`src/rtl/prm_edge_chk_sched.sv`:
```
// Round-robin sequencer for the shared PRM obstacle checker: walks one sample
// code per cycle per granted sweep and reports the first masked sample.
module prm_edge_chk_sched #(
  parameter int unsigned NUM_REQ = 4,
  parameter int unsigned ID_W    = 2,
  parameter int unsigned CODE_W  = 15,
  parameter int unsigned LEN_W   = 8,
  parameter int unsigned STRIDE  = 1
) (
  input  logic                      CLK,
  input  logic                      RST,
  input  logic [NUM_REQ-1:0]        req_valid,
  output logic [NUM_REQ-1:0]        req_ready,
  input  logic [NUM_REQ*CODE_W-1:0] req_code,
  input  logic [NUM_REQ*LEN_W-1:0]  req_len,
  output logic [CODE_W-1:0]         chk_code,
  output logic                      chk_en,
  input  logic                      chk_mask,
  output logic                      rsp_valid,
  input  logic                      rsp_ready,
  output logic [ID_W-1:0]           rsp_id,
  output logic                      rsp_blocked,
  output logic [LEN_W-1:0]          rsp_idx,
  output logic                      busy,
  output logic [31:0]               chk_count
);

  typedef enum logic [1:0] {IDLE, RUN, RESP} state_t;

  state_t            state, state_nxt;
  logic [ID_W-1:0]   ptr;
  logic [ID_W-1:0]   win;
  logic              win_vld;
  logic [CODE_W-1:0] win_code;
  logic [LEN_W-1:0]  win_len;
  logic [LEN_W-1:0]  len_q;
  logic [LEN_W-1:0]  k;
  logic              last;

  // First valid requester at or after the round-robin pointer.
  always_comb begin
    win     = '0;
    win_vld = 1'b0;
    for (int unsigned j = 0; j < NUM_REQ; j++) begin
      if (!win_vld && req_valid[ID_W'((32'(ptr) + j) % NUM_REQ)]) begin
        win_vld = 1'b1;
        win     = ID_W'((32'(ptr) + j) % NUM_REQ);
      end
    end
  end

  assign win_code = req_code[32'(win)*CODE_W +: CODE_W];
  assign win_len  = req_len[32'(win)*LEN_W +: LEN_W];
  assign last     = (k == len_q - LEN_W'(1));

  always_comb begin
    state_nxt = state;
    req_ready = '0;
    case (state)
      IDLE: begin
        if (win_vld) begin
          req_ready[win] = 1'b1;
          state_nxt      = (win_len == '0) ? RESP : RUN;
        end
      end
      RUN:     if (chk_mask || last) state_nxt = RESP;
      RESP:    if (rsp_ready) state_nxt = IDLE;
      default: state_nxt = IDLE;
    endcase
  end

  assign chk_en    = (state == RUN);
  assign rsp_valid = (state == RESP);
  assign busy      = (state != IDLE);

  always_ff @(posedge CLK) begin
    if (RST) begin
      state       <= IDLE;
      ptr         <= '0;
      len_q       <= '0;
      k           <= '0;
      chk_code    <= '0;
      rsp_id      <= '0;
      rsp_blocked <= 1'b0;
      rsp_idx     <= '0;
      chk_count   <= '0;
    end else begin
      state <= state_nxt;
      case (state)
        IDLE: begin
          if (win_vld) begin
            rsp_id      <= win;
            ptr         <= ID_W'((32'(win) + 1) % NUM_REQ);
            len_q       <= win_len;
            k           <= '0;
            rsp_blocked <= 1'b0;
            rsp_idx     <= '0;
            // A zero-length sweep never drives the checker, so chk_code keeps its old value.
            if (win_len != '0) chk_code <= win_code;
          end
        end
        RUN: begin
          if (chk_count != '1) chk_count <= chk_count + 32'd1;
          if (chk_mask) begin
            rsp_blocked <= 1'b1;
            rsp_idx     <= k;
          end else if (last) begin
            rsp_blocked <= 1'b0;
            rsp_idx     <= '0;
          end else begin
            k        <= k + LEN_W'(1);
            chk_code <= chk_code + CODE_W'(STRIDE);
          end
        end
        default: ;
      endcase
    end
  end

endmodule
```
`config.mk`:
```
export PLATFORM = sky130hd
export DESIGN_NAME = prm_edge_chk_sched
export DESIGN_NICKNAME = d
export VERILOG_FILES = /design/src/rtl/prm_edge_chk_sched.sv
export SDC_FILE = /design/constraint.sdc
export NUM_CORES = 1
export LEC_CHECK = 0
export ABC_AREA = 0
export CELL_PAD_IN_SITES_DETAIL_PLACEMENT = 0
export CELL_PAD_IN_SITES_GLOBAL_PLACEMENT = 2
export CORE_MARGIN = 2
export CORE_UTILIZATION = 23
export CTS_BUF_LIST = sky130_fd_sc_hd__clkbuf_8 sky130_fd_sc_hd__clkbuf_16
export CTS_CLUSTER_DIAMETER = 80
export DETAILED_ROUTE_END_ITERATION = 12
export GPL_ROUTABILITY_DRIVEN = 0
export PLACE_DENSITY_LB_ADDON = 0.1
export SLEW_MARGIN = 20
export SYNTH_ARGS = -nofsm -noshare
export SYNTH_HDL_FRONTEND = slang
export SYNTH_SLANG_ARGS = --single-unit
```
`constraint.sdc`:
```
create_clock -name CLK -period 2.62 [get_ports CLK]
set_input_delay 0.524 -clock CLK [delete_from_list [all_inputs] [get_ports CLK]]
set_output_delay 0.524 -clock CLK [all_outputs]
set_load 0.01 [all_outputs]
```
Word level (Yosys, flattened, before mapping). Cells that the tools add are included. Widths: inputs -> output; s select.

Add/sub/neg operators: 8. Multiply operators: 1. Magnitude comparators: 6. Equality and inequality tests: 11. Shift operators: 2. Mux-type cells: 41. Reduce and logical (&&, ||, !) cells: 19.

Operator list (number): $mux 15 (4); $shiftx 60x7->15 (1); $mux 8 (5); $add 32x1->32 const B (1); $ne 32x32->1 const B (1); $pmux 8 s2 (2); $shiftx 32x6->8 (1); $pmux 15 s2 (1); $mux 2 (8); $add 15x1->15 const B (1); $lt 2x3->1 const B (5); $mux 1 (12); $add 8x1->8 const B (1); $bmux 1 s2 (4); $eq 8x8->1 (1); $logic_not 8->1 (1); $mux 4 (2); $ne 2x2->1 const B (4); $reduce_bool 8->1 (1); $sub 8x1->8 const B (1); $mul 2x4->6 const B (1); $pmux 2 s3 (1); $reduce_and 3->1 (2); $reduce_and 5->1 (1); other kinds (16) (26).

Register bits after elaboration: 78. Bits of input ports: 100. Output and inout port bits: 65. Logic and storage cells: 97.

Depth between registers and ports, before layout.
Word-level depth: 18. Mapped depth: 14. Depth with buffers taken out: 10.

Least setup slack after synthesis. Ideal clock, no wire load.

Kind: input to register. Start: input port req_valid[2]. End: register chk_code[1]. Setup time: 121 ps. Arrival: 2596 ps. Required time: 2499 ps. Setup slack: -97 ps. Stages: 11. Path buffers: 2. Cell sequence: nor2b_1 > o21a_1 > or3_1 > clkbuf_1 > inv_2 > buf_6 > nand3_1 > a22oi_1 > nand4_2 > o21bai_1 > mux2_2.

Longest elaborated chain between the ends: 17. Elaborated cells between the ends (all ways): 32. Classes of those cells: mul (1); eq/ne (2); shift (2); mux (19); reduce/logical (8).

RTL lines: start: declaration (RTL line 12) `input logic [NUM_REQ-1:0] req_valid,`; $bmux 1 s2 (RTL line 45) `if (!win_vld && req_valid[ID_W'((32'(ptr) + j) % NUM_REQ)]) begin`; $mux 1 (not written as such) (RTL line 45); $mux 1 (RTL line 45); $logic_not 1->1 (RTL line 45); $logic_and 1x1->1 (RTL line 45); $mux 1 (RTL line 45); $logic_not 1->1 (RTL line 45); $logic_and 1x1->1 (RTL line 45); (+2 left out); $logic_and 1x1->1 (RTL line 45); $mux 2 (*) (RTL line 45); net win[0] (RTL line 32) `logic [ID_W-1:0] win;`; $mul 2x4->6 (RTL line 52) `assign win_code = req_code[32'(win)*CODE_W +: CODE_W];`; $shiftx 60x7->15 (RTL line 52); $mux 15 (RTL line 99) `if (win_len != '0) chk_code <= win_code;`; $mux 15 (RTL line 91) `if (win_vld) begin`; $pmux 15 s2 (RTL line 89) `case (state)`; end signal: assignment (RTL line 99); end signal: assignment (RTL line 112) `chk_code <= chk_code + CODE_W'(STRIDE);`; end: declaration (RTL line 16) `output logic [CODE_W-1:0] chk_code,`.

The timed path passes the listed nets; every way through them passes the cells marked *. The select of a mux whose other input is x is not followed. A chain may end at the register's enable or synchronous reset.

Worst setup path in the final report.
Start: register ptr[0]. End: register chk_code[7].

Longest elaborated chain between the ends: 17. Elaborated cells between the ends (all ways): 35. Classes of those cells: add/sub (3); mul (1); eq/ne (2); shift (2); mux (19); reduce/logical (8).

RTL lines: start: declaration (RTL line 31) `logic [ID_W-1:0] ptr;`; start signal: assignment (RTL line 93) `ptr <= ID_W'((32'(win) + 1) % NUM_REQ);`; branches (longest 17 deep; another with $mul 2x4->6).

Parallel ways; which one is timed is not known. The select of a mux whose other input is x is not followed.

==> impl_metrics.env <==
export IMPL_status="completed"
export IMPL_synth_nets=789
export IMPL_ys_top_cells_by_area="dfxtp_1, nand3_1, nor2_1, nand2_1, a21oi_1"
export IMPL_start_util=0.236
export IMPL_ir_drop_mv=0.323
export IMPL_cts_tree="built"
export IMPL_pre_cts_slack_ns=-0.679
export IMPL_yosysTopAreaCell="dfxtp_1"
export IMPL_r2r_start="ptr[0]$_SDFFE_PP0P_"
export IMPL_worst_hold_path_num_cells=2
export IMPL_hold_class="reg2reg"
export IMPL_synth_top_area_share=0.303
export IMPL_power_mw=5.18
export IMPL_synth_edff_count=0
export IMPL_cts_made_buffers=9
export IMPL_area_growth_pct=59.6
export IMPL_fin_skew_ns=0.00494
export IMPL_die_w_um=154
export IMPL_cp_required_ns=2.82
export IMPL_num_vias=5775
export IMPL_h_tree_depth=3
export IMPL_path_max_fanout=13
export IMPL_root_buffer="clkbuf_16"
export IMPL_fmax_ghz=0.393
export IMPL_cp_slowest_cell="a222oi_1"
export IMPL_critPathMaxStageDelay_ns=0.44
export IMPL_first_pass_iters=4
export IMPL_port_buffers=164
export IMPL_start_kind="register"
export IMPL_antennaDiodeCount=0
export IMPL_clk_latency_ns=0.34
export IMPL_grt_pass1_wl_mm=31.9
export IMPL_path_common_cell="buf_4"
export IMPL_crit_type="reg2reg"
export IMPL_ys_types=62
export IMPL_totalWireLength_mm=20.2
export IMPL_syn_area_per_cell_um2=7.57
export IMPL_ioPinCount=165
export IMPL_rsz0062_at_grt="yes"
export IMPL_cts_sinks=78
export IMPL_placeableCoreArea_um2=21900
export IMPL_period_share=0.971
export IMPL_reg2reg_depth=12
export IMPL_antenna_found_initial=0
export IMPL_maxCapViolCount=0
export IMPL_cts_hold_buffers_added=0
export IMPL_cts_buffer_depth=2
export IMPL_r2r_end="chk_code[7]$_SDFFE_PP0P_"
export IMPL_grt_max_degree=27
export IMPL_power_density_nw_per_um2=629
export IMPL_fin_hold_ws_ns=0.497
export IMPL_tightest_slew_ns=0.582
export IMPL_grt_pass1_vias=5829
export IMPL_hold_path_startpoint="chk_count[1]$_SDFFE_PP0P_"
export IMPL_synth_yosys_warnings=0
export IMPL_critPathLaunch="ptr[0]$_SDFFE_PP0P_"
export IMPL_p_leak_nw=3.13
export IMPL_synthTopCellsByCount="nor2_1, dfxtp_1, nand3_1, nand2_1, a21oi_1"
export IMPL_maxSlewViolCount=0
export IMPL_nFillCells=2292
export IMPL_wire_per_inst_um=17.0
export IMPL_drive_above_1_share=0.202
export IMPL_syn_inst=681
export IMPL_min_period_ns=2.55
export IMPL_die_area_um2=23600
export IMPL_setup_viol=0
export IMPL_crit_arrival_ns=2.75
export IMPL_max_slew_margin=0.609
export IMPL_synth_seq_area_share=0.303
export IMPL_synth_most_common_cell="nor2_1"
export IMPL_hold_viol=0
export IMPL_end_kind="register"
export IMPL_clk_pin_slew_ns=0.06
export IMPL_layout_nets=1015
export IMPL_dp_hpwl_mm=15.5
export IMPL_gr_total_overflow=0
export IMPL_reg2reg_slack_ns=0.07
export IMPL_worst_slack_ns=0.0747
export IMPL_drt_iter0_markers=248
export IMPL_ant_nets=0
export IMPL_syn_area_um2=5160
export IMPL_synthFlopType="dfxtp_1"
export IMPL_std_cell_rows=54
export IMPL_route_detailed_drc=0
export IMPL_grt_usage=0.168
export IMPL_avgViaCountPerCell=4.84
export IMPL_cp_cell_sequence="nand2b_1, buf_4, a21o_1, nand2_2, inv_4, buf_12, mux2_2, a222oi_1, buf_4, nor2_1, mux2i_1, a21oi_1"
export IMPL_synth_seq_cells=78
export IMPL_holdPathEnd="chk_count[1]$_SDFFE_PP0P_"
export IMPL_ys_async_sr_fraction=0
export IMPL_die_h_um=154
cell usage in the layout (no fill, tap or decap), drive strengths merged, types with 8 or more instances in the layout:
| cell type | instances |
|---|---|
| and3 | 17 |
| nor2b | 8 |
| or3 | 10 |
| o311a | 9 |
| dfxtp | 78 |
| nand4 | 9 |
| clkdlybuf4s50 | 155 |
| nor3 | 20 |
| nor2 | 86 |
| buf | 100 |
| mux2 | 16 |
| xor2 | 22 |
| a22oi | 12 |
| nand2 | 62 |
| nand3 | 67 |
| ha | 8 |
| xnor2 | 21 |
| mux2i | 18 |
| clkbuf | 11 |
| a21oi | 43 |
| inv | 15 |
| and2 | 11 |
| o21ai | 35 |
worst max-delay path by stage:
stage	to	slack (ns)	cells after the start
after floorplan	chk_code[1]$_SDFFE_PP0P_	-0.03	11
after global placement	req_ready[3]	-0.64	8
after detailed placement	req_ready[3]	-0.68	8
after CTS	req_ready[0]	0.006	8
after global routing	chk_count[12]$_SDFFE_PP0P_	-0.08	8
final	chk_code[7]$_SDFFE_PP0P_	0.07	12
sequential cells by signal, summed over array words and instances, names as in the netlist:
name	count
chk_code	15
chk_count	32
k	8
len_q	8
ptr	2
rsp_blocked	1
rsp_id	2
rsp_idx	8
state	2
routing by layer:
metal,track usage,routed length [um]
met5,0,0
met4,0.0446,382
met2,0.290,9730
met1,0.213,9060
met3,0.0361,1080
stage by stage:
stage | setup TNS, ns | util | cells | instance area [um^2]
floorplan | -0.0370 | - | 681 | 5160
global placement | -12.32 | 0.345 | 1155 | 7540
detailed placement | -13.22 | 0.345 | 1155 | 7540
CTS | 0 | 0.367 | 1178 | 8030
global route | -0.316 | 0.376 | 1192 | 8230
finish | 0 | 0.376 | 1192 | 8230
logic make-up after synthesis:
| family | count (synthesis) | synth area share |
|---|---|---|
| flip-flops | 78 | 0.303 |
| adder cells (fa/ha/maj) | 8 | 0.0194 |
| multiplexers | 34 | 0.0699 |
| AO/OA/AOI/OAI | 139 | 0.175 |
| buffers and inverters | 59 | 0.0502 |
| AND/OR/NAND/NOR | 320 | 0.308 |
| XOR/XNOR | 43 | 0.0745 |
what timing repair did:
action | in CTS | in global routing
gates resized for setup | 51 | 29
setup buffers | 6 | 14
endpoints found under the setup margin | 21 | 44
cloned | 1 | 0
pin swaps | 9 | 13
final cells by class:
| type | count | area (um^2) | share of cell area |
|---|---|---|---|
| Timing Repair Buffer | 259 | 2420 | 0.294 |
| Multi-Input combinational cell | 544 | 3550 | 0.431 |
| Inverter | 15 | 61.3 | 0.00745 |
| Tap cell | 280 | 350 | 0.0426 |
| Clock buffer | 10 | 239 | 0.0290 |
| Sequential cell | 78 | 1570 | 0.190 |
| Clock inverter | 6 | 46.3 | 0.00562 |
report_power, final:
group / leakage, nW / total, mW / internal [mW] / switching (mW)
registers: 0.636 / 1.52 / 1.31 / 0.202
logic: 2.35 / 2.45 / 1.24 / 1.21
clock network: 0.140 / 1.21 / 0.675 / 0.539
total: 3.13 / 5.18 / 3.23 / 1.95
critical path, delay by kind of cell (launching register included):
family	cells	cell delay [ns]
flops	1	0.38
mux	2	0.49
buf+inv	4	0.51
compound gates	3	0.72
simple gates	3	0.29
Power figures use the tool's default switching activity.
==> RTL change 1 (same flow settings) <==
Reset style: asynchronous (`RST`), changed in one clocked block.
--- a/src/rtl/prm_edge_chk_sched.sv
+++ b/src/rtl/prm_edge_chk_sched.sv
@@ -74,5 +74,5 @@
   assign busy      = (state != IDLE);
 
-  always_ff @(posedge CLK) begin
+  always_ff @(posedge CLK or posedge RST) begin
     if (RST) begin
       state       <= IDLE;
Check against the original RTL: differs if RST is asserted again (counterexample within 4 cycles, from zero or initial values and one cycle with RST high); with RST held inactive, the same outputs for 4 cycles.
==> RTL change 1 against the original RTL <==
The flow now finishes with violations (negative setup slack). Count of clock-buffer cells in the layout increased by 1. Combinational power increased by 76%. Clock skew increased by 0.0011 ns. Synthesized area decreased by 2.9%. Cell area decreased by 4.1%. First-iteration DRC count decreased by 25%. Via count decreased by 13%. Worst setup slack got worse by 0.39 ns. Sequential cell count unchanged. Sequential share of layout area increased by 5.7 points. Routed wire length decreased by 15%. Power increased by 50%.
==> RTL change 1: results <==
export IMPL_status="complete, but fails checks"
export IMPL_violations="negative setup slack"
export IMPL_setup_violations=19
export IMPL_grt_use_total=0.153
export IMPL_min_period_ns=2.94
export IMPL_reg2reg_slack_ns=-0.31
export IMPL_async_reset_ff_frac=1.00
export IMPL_layout_setup_ws_ns=-0.316
export IMPL_hp_class="primary input to asynchronous set/reset pin"
export IMPL_met1_usage=0.192
export IMPL_cp_top_family="simple AND/OR/NAND/NOR gates"
export IMPL_viasPerCell=4.75
export IMPL_r2r_start="ptr[0]$_DFFE_PP0P_"
export IMPL_cts_resized=52
export IMPL_first_iter_violations=187
export IMPL_power_switching_mw=3.08
export IMPL_cp_max_fo=6
export IMPL_critPathKind="primary input to flip-flop"
export IMPL_synth_main_ff_cell="dfrtp_1"
export IMPL_dp_hpwl_mm=13.1
export IMPL_synthXorXnorAreaFrac=0.0822
export IMPL_nets=885
export IMPL_final_layout_size_suffix_gt1_frac=0.202
export IMPL_synth_area_leaders="dfrtp_1 (39%), nand2_1 (7.6%), xnor2_1 (5.1%)"
export IMPL_place_ws_ns=-1.13
export IMPL_tns_ns=-4.28
export IMPL_critPathMaxStageDelay_ns=0.56
export IMPL_p_leak_nw=3.32
export IMPL_wl_met1_mm=7.49
export IMPL_synth_compound_area_frac=0.163
export IMPL_wl_met3_um=852
export IMPL_synth_area_mux_share=0.0252
export IMPL_grt_max_degree=47
export IMPL_r2r_end="chk_code[1]$_DFFE_PP0P_"
export IMPL_post_cts_buffers=2
export IMPL_reg2regPathDepth=9
export IMPL_syn_num_nets=687
export IMPL_skew_ns=0.00601
export IMPL_tightest_slew_ns=0.649
export IMPL_ys_seq_area_frac=0.390
-- RTL change 1: area by class of cell --
cell class	instances	area, um2	share of cell area
multi-input cells	451	3060	0.388
repair buffers	224	2120	0.269
flip-flops and latches	78	1950	0.248
well taps	275	344	0.0436
clock buffers	11	253	0.0320
clock inverters	5	104	0.0132
inverters	13	55.1	0.00697
-- RTL change 1: power groups by stage --
| stage | clock network, mW | registers [mW] | logic, mW |
|---|---|---|---|
| 6_report | 1.49 | 1.95 | 4.31 |
| 5_1_grt | 1.59 | 2.01 | 4.77 |
| 4_1_cts | 1.56 | 1.94 | 4.28 |
| 3_5_place_dp | 0 | 1.95 | 4.07 |
| 3_3_place_gp | 0 | 1.95 | 4.02 |
| 2_1_floorplan | 0 | 1.91 | 2.33 |
==> RTL change 2 (same settings) <==
Made on the original files. Change the parameter `LEN_W` from 8 to 16.
--- a/src/rtl/prm_edge_chk_sched.sv
+++ b/src/rtl/prm_edge_chk_sched.sv
@@ -5,5 +5,5 @@
   parameter int unsigned ID_W    = 2,
   parameter int unsigned CODE_W  = 15,
-  parameter int unsigned LEN_W   = 8,
+  parameter int unsigned LEN_W   = 16,
   parameter int unsigned STRIDE  = 1
 ) (
Interface: changed (resized req_len and rsp_idx); port bits go from 165 to 205. The function was not compared with the original's and may differ.
==> RTL change 2 against the original RTL <==
The flow now finishes with violations (negative setup slack). Clock skew up 0.0060 ns. Worst setup slack got worse by 0.47 ns. Cell area up 30%. Synthesized area grew 22%. Power rose by 22%. Routed wire length up 22%. Sequential cell count is 24 higher. Critical endpoint is now rsp_idx[4]$_SDFFE_PP0P_.
==> RTL change 2: results <==
export IMPL_status="complete, but fails checks"
export IMPL_violations="negative setup slack"
export IMPL_nets=1243
export IMPL_multi_input_cells=657
export IMPL_seq_area_frac=0.191
export IMPL_synth_area_leaders="dfxtp_1 (32%), nand2_1 (6.7%), and3_1 (5.6%)"
export IMPL_portBuffers=204
export IMPL_post_cts_buffers=5
export IMPL_n_fill_cell=2774
export IMPL_grt_use_met2=0.271
export IMPL_critPathMaxStageDelay_ns=0.49
export IMPL_synth_area_per_cell_um2=7.54
export IMPL_multi_input_area_share=0.434
export IMPL_grt_max_degree=40
export IMPL_startpoint="len_q[1]$_SDFFE_PP0P_"
export IMPL_max_vdd_ir_drop_uv=337
export IMPL_tightest_slew_ns=0.832
export IMPL_power_frac_comb=0.484
export IMPL_reg2regPathDepth=11
export IMPL_dp_hpwl_mm=18.2
export IMPL_first_pass_iters=6
export IMPL_vias=6992
export IMPL_worstHoldStart="rsp_id[0]$_SDFFE_PP0P_"
export IMPL_synth_distinct_cells=56
export IMPL_wl_met3_mm=1.16
export IMPL_skew_ns=0.0110
export IMPL_setup_violations=51
export IMPL_first_iter_violations=309
export IMPL_wl_met1_mm=12.1
export IMPL_met1_usage=0.233
export IMPL_layout_setup_ws_ns=-0.391
export IMPL_buf_share=0.300
export IMPL_routedWlPerCell_um=17.0
export IMPL_whs_ns=0.454
export IMPL_wl_met2_mm=11.2
-- RTL change 2: critical path: cells and delay by family, from the launching register on --
kind | cells | cell delay [ns]
DFF | 1 | 0.37
adders and majority gates | 1 | 0.12
and+or+nand+nor | 4 | 1.34
AOI/OAI and AO/OA | 4 | 0.82
buffers and inverters | 2 | 0.23
-- RTL change 2: through the flow --
step,setup TNS (ns),setup slack (ns),instances
2_1_floorplan,-8.27,-0.275,835
3_3_place_gp,-32.51,-0.937,1414
3_5_place_dp,-33.09,-0.964,1414
4_1_cts,-17.43,-0.441,1439
5_1_grt,-21.35,-0.501,1449
6_report,-15.60,-0.391,1449
-- RTL change 2: cells by family (layout without fill, tap and decap cells) --
group,after synthesis,in the layout,synth area share
xor+xnor,50,50,0.0696
compound gates,190,190,0.212
simple gates,406,406,0.324
flops,102,102,0.324
fa+ha+maj,8,8,0.0159
buf+inv,76,349,0.0491
mux,3,3,0.00477
